### src/rtl/node_stream_tx.sv
// Snapshots packed node-position buses on frame_start and streams one node per valid/ready beat.
// Define NODE_STREAM_CHECKSUM_EN to append an XOR trailer beat (index NODE_COUNT) to every frame.
module node_stream_tx #(
  parameter int NODE_COUNT = 10,
  parameter int IDX_W      = 8
) (
  input  logic                     clk,
  input  logic                     reset,
  input  logic                     frame_start,
  input  logic [NODE_COUNT*32-1:0] nodes_x,
  input  logic [NODE_COUNT*32-1:0] nodes_y,
  output logic                     out_valid,
  input  logic                     out_ready,
  output logic [IDX_W-1:0]         out_index,
  output logic [31:0]              out_x,
  output logic [31:0]              out_y,
  output logic                     out_last,
  output logic                     busy,
  output logic                     frame_drop,
  output logic [15:0]              frame_count
);

  typedef enum logic {IDLE, SEND} state_t;

`ifdef NODE_STREAM_CHECKSUM_EN
  localparam logic [IDX_W-1:0] LAST_IDX = IDX_W'(NODE_COUNT);
`else
  localparam logic [IDX_W-1:0] LAST_IDX = IDX_W'(NODE_COUNT - 1);
`endif

  state_t           state;
  logic [IDX_W-1:0] index;
  logic [31:0]      snap_x [NODE_COUNT];
  logic [31:0]      snap_y [NODE_COUNT];

  logic xfer;
  logic at_last;
  logic capture;

  assign xfer    = out_valid && out_ready;
  assign at_last = (index == LAST_IDX);
  // A new frame is taken from IDLE, or back-to-back on the final transfer of the current one.
  assign capture = frame_start && ((state == IDLE) || (xfer && at_last));

  assign out_index = index;
  assign out_last  = out_valid && at_last;

  // NOTE: every sequential assignment uses <= so all registers update from the same pre-edge values.
  always_ff @(posedge clk) begin
    if (!reset) begin
      state       <= IDLE;
      index       <= '0;
      out_valid   <= 1'b0;
      busy        <= 1'b0;
      frame_drop  <= 1'b0;
      frame_count <= '0;
      // NOTE: the snapshot array is cleared on reset so out_x/out_y are defined before the first frame.
      for (int i = 0; i < NODE_COUNT; i++) begin
        snap_x[i] <= '0;
        snap_y[i] <= '0;
      end
    end else begin
      frame_drop <= 1'b0;

      if (capture) begin
        for (int i = 0; i < NODE_COUNT; i++) begin
          snap_x[i] <= nodes_x[i*32 +: 32];
          snap_y[i] <= nodes_y[i*32 +: 32];
        end
      end

      unique case (state)
        IDLE: begin
          if (frame_start) begin
            index     <= '0;
            state     <= SEND;
            out_valid <= 1'b1;
            busy      <= 1'b1;
          end
        end
        SEND: begin
          if (xfer && at_last) begin
            frame_count <= frame_count + 16'd1;
            if (frame_start) begin
              index <= '0;
            end else begin
              state     <= IDLE;
              out_valid <= 1'b0;
              busy      <= 1'b0;
            end
          end else begin
            if (xfer) begin
              index <= index + IDX_W'(1);
            end
            if (frame_start) begin
              frame_drop <= 1'b1;
            end
          end
        end
        default: begin
          state <= IDLE;
        end
      endcase
    end
  end

`ifdef NODE_STREAM_CHECKSUM_EN
  logic [31:0] chk_x;
  logic [31:0] chk_y;

  always_comb begin
    chk_x = '0;
    chk_y = '0;
    for (int i = 0; i < NODE_COUNT; i++) begin
      chk_x = chk_x ^ snap_x[i];
      chk_y = chk_y ^ snap_y[i];
    end
  end
`endif

  // NOTE: defaults first so the index mux never infers a latch for out-of-range indices.
  always_comb begin
    out_x = '0;
    out_y = '0;
    for (int i = 0; i < NODE_COUNT; i++) begin
      if (index == IDX_W'(i)) begin
        out_x = snap_x[i];
        out_y = snap_y[i];
      end
    end
`ifdef NODE_STREAM_CHECKSUM_EN
    if (index == LAST_IDX) begin
      out_x = chk_x;
      out_y = chk_y;
    end
`endif
  end

endmodule

### config.mk
export PLATFORM = sky130hd
export DESIGN_NAME = node_stream_tx
export DESIGN_NICKNAME = d
export VERILOG_FILES = /design/src/rtl/node_stream_tx.sv
export SDC_FILE = /design/constraint.sdc
export NUM_CORES = 1
export LEC_CHECK = 0
export ABC_AREA = 1
export CORE_AREA = 2 2 284 286
export CTS_CLUSTER_SIZE = 25
export DETAILED_ROUTE_END_ITERATION = 16
export DIE_AREA = 0 0 286 288
export PLACE_DENSITY = 0.75
export RECOVER_POWER = 25
export SETUP_SLACK_MARGIN = 0.5
export SYNTH_ARGS = -nofsm -noshare
export SYNTH_HDL_FRONTEND = slang
export SYNTH_SLANG_ARGS = --single-unit
### constraint.sdc
create_clock -name clk -period 56.6 [get_ports clk]
set_input_delay 8.49 -clock clk [delete_from_list [all_inputs] [get_ports clk]]
set_output_delay 8.49 -clock clk [all_outputs]
set_load 0.03 [all_outputs]
==> results.json, run 1 <==
{
  "syn_avg_cell_area_um2": 8.780,
  "crit_buf_inv": 4,
  "postRouteAntennaNets": 0,
  "finalMaxSlewViolations": 432,
  "rsz0062_at_grt": "no",
  "cp_top_family": "buffers and inverters",
  "antenna_found_initial": 28,
  "worstPathArrival_ns": 17.37,
  "grt_pass1_vias": 26035,
  "ctsLongestPathBuffers": 3,
  "maxCapViolations": 7,
  "die_w_um": 286,
  "numPortBuffers": 735,
  "yosysUniqueCellTypes": 43,
  "slowest_delay_ns": 3.34,
  "hold_viol": 0,
  "switching_share_pct": 24.62,
  "combPwrFrac_pct": 12.7,
  "met1_usage_pct": 32.39,
  "grt_usage_pct": 26.79,
  "cp-start-kind": "input port",
  "violations": "max-capacitance violations, max-slew violations",
  "setup_violations": 0,
  "cp-end-kind": "flip-flop",
  "status": "finished, violations left",
  "p_per_area_mw_per_mm2": 28.90,
  "p_seq_share_pct": 47.9,
  "synth_top_flop_cell": "edfxtp_1",
  "syn_inst": 3664,
  "slowest_stage": "o21ai_0",
  "post_cts.repair.setup_buffers": 0,
  "htreeDepth": 3,
  "place.gp.congestion": 0.9421,
  "drt_first_pass_iters": 6,
  "final.min_clock_period_ns": 17.15,
  "ys_ff_latch": 667,
  "ctsResizeCount": 0,
  "place_hpwl_mm": 81.61,
  "synth_seq_area_share_pct": 61.42,
  "num_rows": 104,
  "overflow": 0,
  "top_usage_layer": "met2",
  "drt_iter0_markers": 2398,
  "grt_max_degree": 100,
  "slew_headroom_pct": -204.3,
  "routed_wl_mm": 113.3,
  "vias": 26645,
  "die_area_mm2": 0.08237,
  "cts_buffers": 75,
  "fmax_mhz": 58.32,
  "async_flop_share_pct": 0,
  "p_leak_uw": 0.01980,
  "internal-power_uw": 931.8,
  "grt_first_pass_wirelength_mm": 161.7,
  "synth_edf_count": 640,
  "worst-r2r-setup-slack_ns": 46.66,
  "clock_skew_ns": 0.02046,
  "critPathRequiredTime_ns": 56.82,
  "synth_area_mm2": 0.03217,
  "clkLatencyLatePin_ns": 0.61,
  "p_switching_uw": 304.3,
  "power.clock.fraction_pct": 39.4,
  "io_pins": 736,
  "syn_nets": 4313,
  "period_share_pct": 30.29,
  "fill_cells": 7118,
  "timing.hold.ws_ns": 0.4711,
  "hp-class": "flip-flop to flip-flop",
  "fin_setup_tns_ns": 0,
  "worst_slew_pin_slew_ns": 4.516,
  "die_y_um": 288,
  "yosys.area.top_type_share_pct": 59.74,
  "final_common_cell": "nor2_1",
  "holdBufCountCts": 0,
  "final_nets": 4975,
  "use_met3_pct": 4.437,
  "syn_to_final_growth_pct": 32.96,
  "critPathKind": "input port to flip-flop",
  "path_cells": "dlygate4sd3_1 > nand2_1 > nor2_1 > nor2_1 > o21ai_0 > clkbuf_1 > buf_4 > buf_4",
  "avgViaCountPerCell": 4.876,
  "cts_root_buf": "clkbuf_16",
  "worstPathMaxFanout": 70,
  "start_util_pct": 40.40,
  "core_area_mm2": 0.07964,
  "ys.warnings.count": 0,
  "drive_gt1_share_pct": 4.997,
  "cts_tree": "done",
  "final_cell_mix": "nor2_1, inv_1, clkdlybuf4s50_1, nand2_1, edfxtp_1",
  "vdd_drop_max_mv": 0.01738,
  "drc": 0,
  "synth_area_leaders": "edfxtp_1, nor2_1, inv_1",
  "synth_largest_area_cell": "edfxtp_1",
  "routedWlPerCell_um": 20.73,
  "cts_sinks": 667,
  "met2_usage_pct": 46.77,
  "cts.clk_slew.worst_paths_ns": 0.06
}
==> registers in the layout, summed over array words and instances, names as in the netlist <==
| signal | flops |
|---|---|
| state | 1 |
| frame_drop | 1 |
| out_index | 8 |
| busy | 1 |
| snap_x | 320 |
| frame_count | 16 |
| snap_y | 320 |
==> per-layer routing <==
layer,routed length (um),part of all wire (%)
met2,57110,50
met5,87,0.077
met1,43330,38
met4,5551,4.9
met3,7213,6.4
==> area by class of cell <==
class	instances	area (um^2)	area share, %
Antenna cell	22	55.05	0.1287
Clock buffer	98	2087	4.879
Clock inverter	36	340.3	0.7956
Inverter	742	2786	6.514
Multi-Input combinational cell	2069	8811	20.60
Sequential cell	667	19760	46.19
Tap cell	1060	1326	3.101
Timing Repair Buffer	771	7609	17.79
==> path summary, 6_finish.rpt <==
path                           to            start  cells after the start
hold / removal    frame_count[15]  frame_count[15]                      2
setup reg to reg   snap_y[0][251]     out_index[1]                     12
hold reg to reg   frame_count[15]  frame_count[15]                      2
setup / recovery   snap_y[0][251]        out_ready                      8
==> synthesized netlist by cell type, types with 14 or more instances <==
cell / n
nand2_1: 687
inv_1: 729
o21ai_0: 74
or2_2: 45
a21oi_1: 201
nand3_1: 130
o21ai_1: 18
nor3_1: 14
buf_2: 98
dfxtp_1: 27
clkbuf_1: 76
edfxtp_1: 640
o211ai_1: 27
nor2_1: 822
==> power groups by stage <==
stage                     registers [uW]  clock network [uW]  logic [uW]
after global placement               599                   0         157
after CTS                            590                 493         159
after global routing                 594                 510         170
after floorplan                      650                   0        66.0
after detailed placement             600                   0         159
final                                592                 487         157
==> kinds of logic (layout without fill, tap and decap cells) <==
| logic type | after synthesis | in the layout | share of synthesized area [%] |
|---|---|---|---|
| adders and majority gates | 5 | 5 | 0.1945 |
| AOI/OAI and AO/OA | 333 | 333 | 5.496 |
| and+or+nand+nor | 1730 | 1730 | 21.62 |
| other | 0 | 22 | 0 |
| xor gates and xnor gates | 1 | 1 | 0.02723 |
| DFF | 667 | 667 | 61.42 |
| buffers and inverters | 928 | 1647 | 11.24 |
==> worst register-to-register path, stage by stage, from the launching register on <==
cell	delay (ns)
dfxtp_1	0.35
inv_1	0.11
ha_1	0.27
inv_1	0.10
nor2_4	0.13
nand2_2	0.05
buf_4	0.27
nor2_1	0.23
nor2_1	0.15
o21ai_0	3.34
clkbuf_1	2.58
buf_4	1.00
buf_4	0.93
==> metrics by stage <==
stage	instances	utilization, %	area [um^2]	setup slack, ns	power [uW]
4_1_cts	5443	53.72	42780	43.25	1243
5_1_grt	5458	53.69	42760	38.81	1275
6_report	5465	53.71	42770	39.45	1236
2_1_floorplan	3664	-	32170	0.7526	716.2
3_3_place_gp	5309	50.67	40350	43.44	756.6
3_5_place_dp	5309	50.67	40350	43.33	758.7
Power figures use the tool's default switching activity.
==> run 2: changes to the inputs <==
clock period = 15.5 ns   (was 56.6 ns; I/O delays follow)
==> results.json, run 2 (synthesis results as in run 1) <==
{
  "status": "finished, violations left",
  "violations": "max-capacitance violations, max-slew violations",
  "worst_slew_pin_slew_ns": 4.316,
  "worst-r2r-setup-slack_ns": 8.51,
  "timing.rr.start": "out_index[1]",
  "final_nets": 4972,
  "die_area_mm2": 0.08237,
  "syn_to_final_growth_pct": 33.78,
  "ctsLongestPathBuffers": 3,
  "grt_first_pass_wirelength_mm": 162.6,
  "core_area_mm2": 0.07964,
  "cts_buffers": 75,
  "p_leak_uw": 0.01991,
  "reg.largest.list": "snap_x: 320 flops, snap_y: 320 flops, frame_count: 16 flops",
  "cts_root_buf": "clkbuf_16",
  "finalMaxSlewViolations": 141,
  "period_share_pct": 52.03,
  "io_pins": 736,
  "fmax_mhz": 124.0,
  "num_rows": 104,
  "drc": 0,
  "antenna_found_initial": 34,
  "critPathKind": "input port to flip-flop",
  "start_util_pct": 40.40,
  "p_per_area_mw_per_mm2": 108.6,
  "holdPathStages": 2,
  "hp-class": "flip-flop to flip-flop",
  "ctsResizeCount": 0,
  "htreeDepth": 3,
  "fin_setup_tns_ns": 0,
  "maxCapViolations": 2,
  "overflow": 0,
  "vias": 26698,
  "place_hpwl_mm": 80.55,
  "avgViaCountPerCell": 4.880,
  "holdPathEnd": "frame_count[15]",
  "die_y_um": 288,
  "cts_sinks": 667,
  "final_common_cell": "nor2_1",
  "final.min_clock_period_ns": 8.064,
  "drive_gt1_share_pct": 5.063,
  "place.gp.congestion": 0.9073,
  "cts.clk_slew.worst_paths_ns": 0.06,
  "fill_cells": 7154,
  "hold_viol": 0,
  "clock_skew_ns": 0.01870,
  "holdBufCountCts": 0,
  "final_cells": 5471,
  "grt_pass1_vias": 26088,
  "regArea_mm2": 0.01976,
  "cp-end-kind": "flip-flop",
  "numPortBuffers": 735,
  "cts_tree": "done",
  "drt_iter0_markers": 2684,
  "grt_max_degree": 239,
  "slew_headroom_pct": -187.7,
  "worstPathMaxFanout": 82,
  "postRouteAntennaNets": 0,
  "die_w_um": 286,
  "multi_input_area_mm2": 0.008811,
  "setup_violations": 0,
  "worst-r2r-cell-count": 11,
  "routed_wl_mm": 113.9,
  "drt_first_pass_iters": 6,
  "worstPathArrival_ns": 8.30,
  "grt_usage_pct": 26.84,
  "rsz0062_at_grt": "no",
  "critPathRequiredTime_ns": 15.73,
  "routedWlPerCell_um": 20.81,
  "dp.cells": 5306,
  "clkLatencyLatePin_ns": 0.63,
  "final_cell_mix": "nor2_1, inv_1, clkdlybuf4s50_1, nand2_1, edfxtp_1",
  "timing.rr.end": "snap_y[0][62]",
  "post_cts.repair.setup_buffers": 0,
  "cp-start-kind": "input port",
  "min_from": "frame_count[15]",
  "vdd_drop_max_mv": 0.08859
}
run 2: changes by cell type in the layout (fill, tap and decap cells not counted), sizes merged:
| cell | before | now |
|---|---|---|
| inv | 743 | 742 |
| buf | 31 | 32 |
| clkinvlp | 4 | 2 |
| bufinv | 5 | 14 |
| dlygate4sd3 | 29 | 27 |
| clkbuf | 103 | 89 |
| clkdlybuf4s50 | 706 | 708 |
| clkinv | 26 | 35 |
| diode | 22 | 26 |
run 2: worst max-delay path by stage:
| stage | to | startpoint | slack, ns |
|---|---|---|---|
| 3_3_place_gp | snap_x[7][27] | out_ready | 8.82 |
| 3_5_place_dp | snap_x[6][16] | out_ready | 8.72 |
| 6_report | snap_y[0][62] | out_ready | 7.44 |
| 5_1_grt | snap_y[0][39] | out_ready | 7.08 |
| 4_1_cts | out_x[25] | out_index[0] | 8.19 |
| 2_1_floorplan | snap_x[0][0] | out_ready | 2.05 |
run 2: cell type report:
| type | count | area share (%) |
|---|---|---|
| Antenna cell | 26 | 0.1512 |
| Clock buffer | 88 | 4.672 |
| Clock inverter | 51 | 1.489 |
| Inverter | 742 | 6.474 |
| Multi-Input combinational cell | 2069 | 20.47 |
| Sequential cell | 667 | 45.91 |
| Tap cell | 1060 | 3.082 |
| Timing Repair Buffer | 768 | 17.75 |
run 2: layer usage:
layer	share of wire (%)	track usage [%]	wire length, um	vias up
met2	51	46.75	57740	1155
li1	-	-	-	12707
met5	0.077	0	88	-
met3	7.4	4.810	8414	269
met4	4.9	13.68	5530	14
met1	37	31.80	42080	12553
run 2: per-stage QoR:
| stage | instance area [um^2] | power, uW | setup slack (ns) | utilization, % | hold slack [ns] |
|---|---|---|---|---|---|
| after floorplan | 32180 | 2459 | 2.052 | - | 0.5658 |
| final | 43040 | 4672 | 7.436 | 54.04 | 0.4832 |
| after global routing | 43030 | 4809 | 7.078 | 54.03 | 0.5066 |
| after CTS | 43020 | 4697 | 8.186 | 54.02 | 0.4936 |
| after detailed placement | 40370 | 2769 | 8.721 | 50.69 | 0.4838 |
| after global placement | 40370 | 2763 | 8.815 | 50.69 | 0.4641 |
run 2: power breakdown:
group          internal, uW  total (uW)  switching (uW)
clock network          1170        1940             773
registers              2120        2160            36.8
logic                   245         575             331
run 2: critical path, stage by stage:
cell           delay, ns
dlygate4sd3_1       0.57
nand2_1             0.11
nor2_1              0.20
nor2_1              0.15
o21ai_0             0.61
clkbuf_1            3.07
buf_4               1.21
